--- config.mk ---
export PLATFORM = sky130hd
export DESIGN_NAME = seg7_capture_decoder
export DESIGN_NICKNAME = d
export VERILOG_FILES = /design/src/rtl/seg7_capture_decoder.sv
export SDC_FILE = /design/constraint.sdc
export NUM_CORES = 1
export LEC_CHECK = 0
export CAP_MARGIN = 30
export CORE_ASPECT_RATIO = 1.25
export CORE_MARGIN = 2
export CORE_UTILIZATION = 45
export DETAILED_ROUTE_END_ITERATION = 8
export PLACE_DENSITY_LB_ADDON = 0.08
export SYNTH_ARGS = -nofsm -noshare
export SYNTH_HDL_FRONTEND = slang
export SYNTH_SLANG_ARGS = --single-unit
--- constraint.sdc ---
create_clock -name clock -period 2.4 [get_ports clock]
set_input_delay 0.24 -clock clock [delete_from_list [all_inputs] [get_ports clock]]
set_output_delay 0.24 -clock clock [all_outputs]
set_load 0.01 [all_outputs]
--- src/rtl/seg7_capture_decoder.sv ---
// seg7_capture_decoder: debounces an active-low 7-seg bus, decodes stable glyphs to hex, offers them on valid/ready
module seg7_capture_decoder #(
  parameter int STABLE_CYCLES = 4,
  parameter int DEPTH         = 4
) (
  input  logic               clock,
  input  logic               resetn,
  input  logic [6:0]         seg_in,
  input  logic               out_ready,
  output logic               out_valid,
  output logic [3:0]         out_digit,
  output logic               err_pulse,
  output logic [7:0]         err_count,
  output logic [7:0]         digit_count,
  output logic [4*DEPTH-1:0] history
);
  localparam int CW = $clog2(STABLE_CYCLES + 1);
  typedef enum logic [1:0] {WAIT, SETTLE, EMIT, HOLD} state_t;
  state_t        r_state, w_state;
  logic [6:0]    r_seg_q, r_cand, w_cand;
  logic [CW-1:0] r_cnt, w_cnt;
  logic [3:0]    w_dec;
  logic          w_legal, w_blank, w_same, w_done, w_emit, w_err, w_accept;
  assign w_blank = r_seg_q == 7'h7F;
  assign w_same  = r_seg_q == r_cand;
  assign w_done  = r_cnt == CW'(STABLE_CYCLES - 1);
  always_comb begin
    w_legal = 1'b1;
    w_dec   = 4'h0;
    case (r_cand)
      7'h40: w_dec = 4'h0;
      7'h79: w_dec = 4'h1;
      7'h24: w_dec = 4'h2;
      7'h30: w_dec = 4'h3;
      7'h19: w_dec = 4'h4;
      7'h12: w_dec = 4'h5;
      7'h02: w_dec = 4'h6;
      7'h78: w_dec = 4'h7;
      7'h00: w_dec = 4'h8;
      7'h10: w_dec = 4'h9;
      7'h08: w_dec = 4'hA;
      7'h03: w_dec = 4'hB;
      7'h46: w_dec = 4'hC;
      7'h21: w_dec = 4'hD;
      7'h06: w_dec = 4'hE;
      7'h0E: w_dec = 4'hF;
      default: w_legal = 1'b0;
    endcase
  end
  always_comb begin
    w_state  = r_state;
    w_cand   = r_cand;
    w_cnt    = r_cnt;
    w_emit   = 1'b0;
    w_err    = 1'b0;
    w_accept = 1'b0;
    case (r_state)
      WAIT: if (!w_blank) begin
        w_cand  = r_seg_q;
        w_cnt   = CW'(1);
        w_state = SETTLE;
      end
      SETTLE: if (w_blank) w_state = WAIT;
      else if (!w_same) begin
        w_cand = r_seg_q;
        w_cnt  = CW'(1);
      end
      else if (!w_done) w_cnt = r_cnt + CW'(1);
      else if (w_legal) begin
        w_emit  = 1'b1;
        w_state = EMIT;
      end
      else begin
        w_err   = 1'b1;
        w_state = HOLD;
      end
      // the bus is deliberately ignored until the consumer takes the digit
      EMIT: if (out_ready) begin
        w_accept = 1'b1;
        w_state  = HOLD;
      end
      HOLD: if (w_blank) w_state = WAIT;
      else if (!w_same) begin
        w_cand  = r_seg_q;
        w_cnt   = CW'(1);
        w_state = SETTLE;
      end
      default: w_state = WAIT;
    endcase
  end
  always_ff @(posedge clock or negedge resetn) begin
    if (!resetn) begin
      r_state     <= WAIT;
      r_seg_q     <= 7'h7F;
      r_cand      <= 7'h7F;
      r_cnt       <= '0;
      out_valid   <= 1'b0;
      out_digit   <= 4'h0;
      err_pulse   <= 1'b0;
      err_count   <= 8'h00;
      digit_count <= 8'h00;
      history     <= '0;
    end else begin
      r_state   <= w_state;
      r_seg_q   <= seg_in;
      r_cand    <= w_cand;
      r_cnt     <= w_cnt;
      err_pulse <= w_err;
      if (w_emit) begin
        out_valid <= 1'b1;
        out_digit <= w_dec;
      end
      if (w_accept) begin
        out_valid   <= 1'b0;
        history     <= {history[4*DEPTH-5:0], out_digit};
        digit_count <= digit_count + {7'd0, digit_count != 8'hFF};
      end
      if (w_err) err_count <= err_count + {7'd0, err_count != 8'hFF};
    end
  end
endmodule

==> impl_metrics.json, run 1 <==
{
  "hold_class": "input pin to flop",
  "synth_seq_cells": 57,
  "grt_max_degree": 37,
  "gp_congestion": 0.835,
  "route.detailed.drc": 0,
  "synth_compound_area_share_pct": 7.86,
  "drtIter0Drc": 149,
  "grt_antenna_before_repair": 0,
  "die_area_mm2": 0.00714,
  "postCtsSetupBuffers": 0,
  "overflow": 0,
  "htreeDepth": 3,
  "via_count": 2163,
  "placed_cell_area_mm2": 0.00342,
  "slowest_stage": "dfstp_2",
  "fmax_mhz": 447,
  "hold_viol": 0,
  "peakVddDrop_v": 0.000441,
  "cp-start-kind": "flop",
  "clk_pin_slew_ps": 60,
  "synth_edf_count": 0,
  "syn-num-nets": 291,
  "die_w_um": 76.0,
  "rsz0062_at_grt": "false",
  "slew_headroom_pct": 53.2,
  "ant_nets": 0,
  "drive_gt1_share_pct": 14.7,
  "end_kind": "flop",
  "min_from": "seg_in[5]",
  "drtPass1Iterations": 4,
  "fin_tns_setup_ps": 0,
  "area_growth_pct": 24.4,
  "yosys.area_share.simple_pct": 23.9,
  "pwr_density_cell_mw_per_mm2": 563,
  "netlist_instances": 275,
  "grt_pass1_vias": 2212,
  "finalMaxSlewViolations": 0,
  "design_area_mm2": 0.00362,
  "initial_core_util_pct": 46.9,
  "synth.yosys.warnings": 0,
  "vias_per_cell": 5.26,
  "outcome": "completed",
  "setup_ws_ps": 161,
  "io_buffers": 47,
  "synth_area_leader_cell": "dfrtp_1",
  "synthXorXnorAreaFrac_pct": 6.31,
  "synth.distinct_cells": 56,
  "grt_usage_pct": 18.4,
  "cts_tree": "yes",
  "worstSetupPathType": "flop to flop",
  "grt_pass1_wl_um": 10400,
  "ys_seq_area_share_pct": 49.6,
  "rr_startpoint": "r_cand[4]",
  "coreArea_mm2": 0.00621,
  "path_max_fanout": 13,
  "cp_cell_sequence": "nor4bb_1 -> o311ai_2 -> o311a_1 -> nand3_4 -> mux2_4",
  "synth-async-reset-ratio_pct": 100,
  "dpl.hpwl_um": 4200,
  "total_power_w": 0.00204,
  "avgSynthCellArea_um2": 10.6,
  "wl_per_cell_um": 14.2,
  "synth_ff_type": "dfrtp_1",
  "synth_top_area_share_pct": 36.9,
  "drv_cap": 0,
  "diodes": 0,
  "drt_wl_total_um": 5820,
  "fillers": 549,
  "fin_crit_sh_pct": 93.3,
  "cts_buffer_depth": 2,
  "synthMuxAreaShare_pct": 5.28,
  "io_pins": 48,
  "min_period_ps": 2240,
  "fp-row-count": 32,
  "place_ws_ps": 180,
  "synth_fa_ha_area_share_pct": 2.58,
  "critPathMaxStageDelay_ps": 680,
  "final_nets": 338,
  "synth_top_family_by_area": "simple AND/OR/NAND/NOR gates",
  "clock_latency_ps": 330,
  "cts_root_buffer": "clkbuf_8",
  "tightest_slew_ps": 700,
  "clock_sinks": 57,
  "leakage_nw": 1.57,
  "cp_top_family": "compound AO/OA/AOI/OAI gates",
  "die_y_um": 94.0,
  "crit_start": "r_cand[4]",
  "worstPathArrival_ps": 2450,
  "cts_inserted_buffers": 9,
  "setup_viol": 0,
  "crit_required_ps": 2620,
  "synth_area_leaders": "dfrtp_1 (37%), dfstp_2 (13%), nand2_1 (7.3%)",
  "critPathBufInv": 0,
  "fin_skew_ps": 10.5,
  "syn-cell-area_mm2": 0.00291
}
[layout make-up]
class / count / area (µm²) / share of cell area [%]
Sequential cell: 57 / 1440 / 39.8
Multi-Input combinational cell: 195 / 1340 / 36.9
Timing Repair Buffer: 51 / 510 / 14.1
Clock buffer: 12 / 155 / 4.28
Tap cell: 85 / 106 / 2.93
Clock inverter: 3 / 40.0 / 1.10
Inverter: 8 / 30.0 / 0.828
[Yosys cell counts (2+ instances only)]
library cell  number
nand2_1           57
nor4b_2            2
mux2_1             7
and3_1             6
nor3_2             2
xnor2_1           17
a21oi_1            6
buf_2              5
nor4bb_1           4
dfstp_2           14
o21bai_1           2
nor4_1             4
o21ai_0            5
and2_1             2
ha_1               6
mux2_4             3
nand4_1            6
buf_6              3
nand3_1           11
nor2b_1            3
inv_1              8
nor3_1             4
dfrtp_1           43
xor2_1             4
nor2_1             7
o21ai_1            3
mux2i_1            3
o22ai_1            3
buf_4              4
clkbuf_1           2
o311a_1            2
a22o_1             3
[cells in the final DEF (no fill, tap or decap), types with 7 or more instances in the layout]
cell type         n
xnor2_1          17
dfrtp_1          43
clkbuf_8         11
dfstp_2          14
inv_1             8
clkdlybuf4s50_1  46
nand3_1          11
nor2_1            7
mux2_1            7
nand2_1          57
[final timing paths]
check,slack (ps),endpoint,depth (start not counted)
max in group asynchronous,1400,async pin,3
worst max register to register,160,err_count[0],5
worst max-delay path,160,err_count[0],5
worst min register to register,480,history[14],2
min in group asynchronous,430,err_pulse,2
worst min-delay path,310,r_seg_q[5],1
[registers in the layout (all words and copies together) (netlist names), named ones only]
name,cells
digit_count,8
err_count,8
err_pulse,1
history,16
out_digit,4
out_valid,1
r_cand,7
r_cnt,3
r_seg_q,7
r_state,1
[power by group]
group          switching (W)  leakage, nW  internal [W]
Combinational      0.0000662        0.731     0.0000599
Sequential         0.0000386        0.738      0.000991
Clock               0.000357        0.102      0.000527
Total               0.000462         1.57       0.00158
[metrics by stage]
step	std cells	hold slack, ps	utilization [%]
after floorplan	275	-55.6	-
after global placement	395	244	55.1
after detailed placement	395	244	55.1
after CTS	411	300	58.4
after global routing	411	302	58.4
final	411	314	58.4
[cells by family after synthesis]
logic type	after synthesis
XOR/XNOR	21
AO/OA/AOI/OAI	32
adder cells (fa/ha/maj)	6
buffers and inverters	23
multiplexers	13
flip-flops	57
AND/OR/NAND/NOR	123
[worst reg2reg max path: stages (launching register included)]
cell and delay, ps:
dfstp_2 680, nor4bb_1 110, o311ai_2 330, o311a_1 540
nand3_4 150, mux2_4 320
[routing by layer]
metal  global-route usage, %  vias to the layer above  wire (µm)
li1                        -                     1053          -
met1                    23.1                     1040       2550
met4                    8.94                        0        122
met3                    4.52                       13        292
met5                       0                        -          0
met2                    30.1                       57       2850
[what timing repair did]
action,CTS,global route
resized for setup,0,0
hold buffers,1,0
endpoints found under the hold margin,7,0
Note: power is estimated with default switching activity, not from simulation.
==> run 2: changes to the inputs <==
--- a/config.mk
+++ b/config.mk
@@ -10,6 +10,7 @@
 export CORE_MARGIN = 2
 export CORE_UTILIZATION = 45
 export DETAILED_ROUTE_END_ITERATION = 8
+export GPL_TIMING_DRIVEN = 0
 export PLACE_DENSITY_LB_ADDON = 0.08
 export SYNTH_ARGS = -nofsm -noshare
 export SYNTH_HDL_FRONTEND = slang
==> constraint.sdc (replaced) <==
create_clock -name clock -period 2.69 [get_ports clock]
set_input_delay 0.269 -clock clock [delete_from_list [all_inputs] [get_ports clock]]
set_output_delay 0.269 -clock clock [all_outputs]
set_load 0.01 [all_outputs]
==> run 2 against run 1 <==
Net effect:
- first-iteration DRC count shrank 26%
- register-to-register slack gained 270 ps
- clock power down 22%
- via count increased by 1.6%
- count of clock-buffer cells in the layout shrank 3
- worst hold slack gained 17 ps
- global-route usage shrank 0.28 points
- critical endpoint is now out_digit[3]
- sequential share of layout area fell by 0.65 points
- worst setup slack better by 270 ps
- routed wire length is 0.72% lower
- final cell count increased by 3.4%
- largest cell class unchanged
==> impl_metrics.json, run 2 (synthesis gave the netlist of run 1 again) <==
{
  "grt_usage_pct": 18.2,
  "area_growth_pct": 26.5,
  "whs_path_depth": 1,
  "wl_per_cell_um": 13.6,
  "drtPass1Iterations": 4,
  "grt_pass1_vias": 2180,
  "layout_common_cells": "nand2_1 (57), clkdlybuf4s50_1 (46), dfrtp_1 (43)",
  "crit_start": "r_cnt[0]",
  "timing.reg2reg.setup_slack_ps": 440,
  "hold_viol": 0,
  "grt.met2_usage_pct": 30.8,
  "rr_endpoint": "out_digit[3]",
  "ctsResizeCount": 0,
  "postCtsSetupBuffers": 0,
  "rr_startpoint": "r_cnt[0]",
  "via_count": 2197,
  "top_register": "history",
  "holdWs_ps": 331,
  "drt_wl_total_um": 5780,
  "final_nets": 351,
  "rsz0062_at_grt": "false",
  "peakVddDrop_v": 0.000284,
  "clock_latency_ps": 340,
  "overflow": 0,
  "worstHoldEndpoint": "r_seg_q[6]",
  "tightest_slew_ps": 539,
  "largest_reg_flops": 16,
  "drive_gt1_share_pct": 17.6,
  "end_kind": "flop",
  "worstSetupPathType": "flop to flop",
  "gp_congestion": 0.892,
  "hold_class": "input pin to flop",
  "met1_usage_pct": 21.8,
  "fp-row-count": 32,
  "htreeDepth": 3,
  "fin_skew_ps": 7.97,
  "cts_inserted_buffers": 9,
  "cts_buffer_depth": 2,
  "cts_tree": "yes",
  "diodes": 0,
  "path_max_fanout": 6,
  "pwr_density_cell_mw_per_mm2": 470,
  "leakage_nw": 1.60,
  "crit_required_ps": 2920,
  "io_buffers": 47,
  "setup_viol": 0,
  "dpl.hpwl_um": 4230,
  "min_period_ps": 2250,
  "r2r_cells": 7,
  "cp-start-kind": "flop",
  "fin_crit_sh_pct": 83.8,
  "die_y_um": 94.0,
  "die_area_mm2": 0.00714,
  "grt_antenna_before_repair": 0,
  "clock_sinks": 57,
  "busiest_layer": "met2",
  "die_w_um": 76.0,
  "min_from": "seg_in[6]",
  "drv_cap": 0,
  "cts_root_buffer": "clkbuf_8",
  "grt_pass1_wl_um": 10100,
  "initial_core_util_pct": 46.9,
  "worstPathArrival_ps": 2480,
  "coreArea_mm2": 0.00621,
  "fmax_mhz": 444,
  "vias_per_cell": 5.17,
  "drtIter0Drc": 110,
  "fin_tns_setup_ps": 0,
  "outcome": "completed",
  "grt_max_degree": 36,
  "route.detailed.drc": 0,
  "ant_nets": 0,
  "largestRegisters": "history x16, digit_count x8, err_count x8",
  "slew_headroom_pct": 63.8,
  "met3_usage_pct": 5.00,
  "finalMaxSlewViolations": 0,
  "layout_commonest_cell": "nand2_1",
  "io_pins": 48,
  "clk_pin_slew_ps": 70
}
==> run 2: power by group <==
group,total [W],switching [W],leakage (nW),internal (W)
logic,0.000141,0.0000778,0.780,0.0000634
registers,0.000900,0.0000170,0.738,0.000883
clock network,0.000693,0.000362,0.0814,0.000331
==> run 2: repair_timing <==
item / 4_1_cts / 5_1_grt
hold buffers: 1 / 0
endpoints found under the hold margin: 8 / 0
setup endpoints to repair: 0 / 0
==> run 2: worst max-delay path by stage <==
stage,cells past startpoint,slack (ps),end
after floorplan,7,680,out_digit[3]
after global placement,1,-400,history[15]
after detailed placement,7,440,out_digit[3]
after CTS,7,410,out_digit[3]
after global routing,7,270,out_digit[3]
final,7,440,out_digit[3]
==> run 2: metrics by stage <==
stage                     util (%)  cells  setup slack [ps]  cell area [µm²]  power (W)
after floorplan                  -    275               685             2910    0.00100
after global placement        56.2    407              -403             3490    0.00105
after detailed placement      56.5    408               440             3500    0.00106
after CTS                     59.4    425               412             3680    0.00175
after global routing          59.4    425               269             3680    0.00182
final                         59.4    425               436             3680    0.00173
==> run 2: cell type report <==
cell class                 count  area, µm²
buffer                        15        100
clock buffer                   9        124
clock inverter                 7       46.3
fill                         549       2520
inverter                       8       30.0
multi-input combinational    195       1340
sequential                    57       1440
tap                           85        106
timing repair buffer          49        495
==> run 2: per-layer routing <==
layer	up-vias	share of wire, %
met5	-	0
met4	0	1.9
met3	13	4.2
met2	46	49
met1	1055	45
li1	1083	-
==> run 2: critical path: stages, from the launching register on <==
cell and delay, ps:
dfrtp_1 370, ha_1 160, ha_1 250, nor2b_1 210, o21ai_1 220, or3_4 420, a21oi_4 200, mux2_4 320
==> run 3: changes to the inputs <==
==> constraint.sdc (replaced) <==
create_clock -name clock -period 2.05 [get_ports clock]
set_input_delay 0.205 -clock clock [delete_from_list [all_inputs] [get_ports clock]]
set_output_delay 0.205 -clock clock [all_outputs]
set_load 0.01 [all_outputs]
==> run 3 against run 2 <==
Net effect:
- clock skew barely moved
- sequential share of layout area fell by 1.9 points
- sequential cell count did not move
- clock power rose by 31%
- power rose by 33%
- combinational power rose by 50%
- critical path type unchanged
- largest cell class unchanged
- highest routed layer unchanged
==> impl_metrics.json, run 3 (synthesis gave the netlist of run 1 again) <==
{
  "outcome": "completed",
  "fp-row-count": 32,
  "setup_viol": 0,
  "grt_pass1_wl_um": 10200,
  "cp_top_family": "compound AO/OA/AOI/OAI gates",
  "tightest_slew_ps": 516,
  "fin_skew_ps": 8.28,
  "drtIter0Drc": 125,
  "overflow": 0,
  "initial_core_util_pct": 46.9,
  "worstPathArrival_ps": 2260,
  "crit_required_ps": 2280,
  "regArea_mm2": 0.00144,
  "grt_pass1_vias": 2200,
  "fillers": 532,
  "clk_pin_slew_ps": 70,
  "cpMostUsedCell": "buf_6",
  "largest_reg_flops": 16,
  "htreeDepth": 3,
  "rr_endpoint": "out_digit[3]",
  "min_period_ps": 2030,
  "diodes": 0,
  "finalMaxSlewViolations": 0,
  "cts_tree": "yes",
  "cp-endpoint": "out_digit[3]",
  "peakVddDrop_v": 0.000382,
  "critPathMaxStageDelay_ps": 570,
  "clock_latency_ps": 340,
  "grt_usage_pct": 18.3,
  "drv_cap": 0,
  "coreArea_mm2": 0.00621,
  "r2r_cells": 7,
  "via_count": 2259,
  "grt_antenna_before_repair": 0,
  "die_w_um": 76.0,
  "grt_max_degree": 36,
  "route.detailed.drc": 0,
  "leakage_nw": 1.68,
  "multi_input_area_mm2": 0.00143,
  "largestRegisters": "history x16, digit_count x8, err_count x8",
  "cts_inserted_buffers": 9,
  "rsz0062_at_grt": "true",
  "slew_headroom_pct": 65.6,
  "cts_root_buffer": "clkbuf_8",
  "die_area_mm2": 0.00714,
  "path_max_fanout": 10,
  "io_buffers": 47,
  "pwr_density_cell_mw_per_mm2": 593,
  "cp_cell_sequence": "buf_6 -> xnor2_1 -> a32oi_1 -> o311a_1 -> buf_6 -> a21oi_4 -> mux2_4",
  "layout_commonest_cell": "nand2_1",
  "final_nets": 363,
  "finish.utilization_pct": 62.5,
  "drtPass1Iterations": 4,
  "top_register": "history",
  "end_kind": "flop",
  "critPathBufInv": 2,
  "cp-start-kind": "flop",
  "gp_congestion": 0.892,
  "clock_sinks": 57,
  "slowest_stage": "dfstp_2",
  "drt_wl_total_um": 6130,
  "holdWs_ps": 271,
  "timing.reg2reg.setup_slack_ps": 20,
  "drive_gt1_share_pct": 23.0,
  "fin_crit_sh_pct": 99.1,
  "layout_common_cells": "nand2_1 (57), clkdlybuf4s50_1 (46), dfrtp_1 (43)",
  "dpl.hpwl_um": 4230,
  "fmax_mhz": 492,
  "ant_nets": 0,
  "path_depth": 7,
  "worstSetupPathType": "flop to flop",
  "io_pins": 48,
  "die_y_um": 94.0,
  "crit_start": "r_cand[5]",
  "area_growth_pct": 33.1,
  "wl_per_cell_um": 14.0,
  "cts_buffer_depth": 2,
  "vias_per_cell": 5.17,
  "rr_startpoint": "r_cand[5]",
  "hold_class": "input pin to flop",
  "hold_viol": 0
}
run 3: cell types whose count changed in the layout (fill, tap and decap cells not counted), moves of 2 or more:
cell     change
buf_4        +9
ha_1         -3
ha_4         +2
and3_1       -2
nor2b_4      +2
buf_6        +3
and3_4       +2
run 3: layout make-up:
type                    count  share of cell area (%)
flip-flops and latches     57                    37.2
multi-input cells         195                    36.8
repair buffers             61                    15.0
clock buffers               9                    3.20
plain buffers              15                    3.00
well taps                  85                    2.74
clock inverters             7                    1.19
inverters                   8                   0.775
run 3: per-stage QoR:
stage | total power (W) | area [µm²] | TNS (ps) | std cells | setup slack [ps]
3_3_place_gp | 0.00138 | 3490 | -47350 | 407 | -979
2_1_floorplan | 0.00131 | 2910 | 0 | 275 | 44.7
5_1_grt | 0.00241 | 3880 | -174 | 437 | -80.8
6_report | 0.00230 | 3880 | 0 | 437 | 18.1
3_5_place_dp | 0.00139 | 3500 | -485 | 408 | -200
4_1_cts | 0.00231 | 3740 | 0 | 427 | 3.65
run 3: routing by layer:
metal	vias to the layer above	global-route usage [%]	wire (µm)
met5	-	0	0
met4	0	8.03	93
met1	1085	21.8	2660
li1	1111	-	-
met3	9	5.00	290
met2	54	31.3	3080
run 3: how the worst min path moves through the flow:
stage | startpoint | end | slack, ps | cells after the start
2_1_floorplan | resetn | async pin | -90 | 0
3_5_place_dp | resetn | err_pulse | 210 | 1
4_1_cts | seg_in[6] | r_seg_q[6] | 260 | 1
6_report | seg_in[6] | r_seg_q[6] | 270 | 1
5_1_grt | seg_in[0] | r_seg_q[0] | 260 | 1
3_3_place_gp | history[14] | history[14] | 460 | 2
run 3: what timing repair did:
action	4_1_cts	5_1_grt
gates cloned	0	1
hold endpoints to repair	8	0
pin swaps	1	6
hold buffers	1	0
setup endpoints to repair	15	15
gates resized for setup	10	11
buffers inserted	2	9
run 3: power breakdown:
part           total [W]  switching [W]  internal, W
clock           0.000906       0.000472     0.000434
sequential       0.00118      0.0000253      0.00116
combinational   0.000211       0.000110     0.000101
total            0.00230       0.000607      0.00169
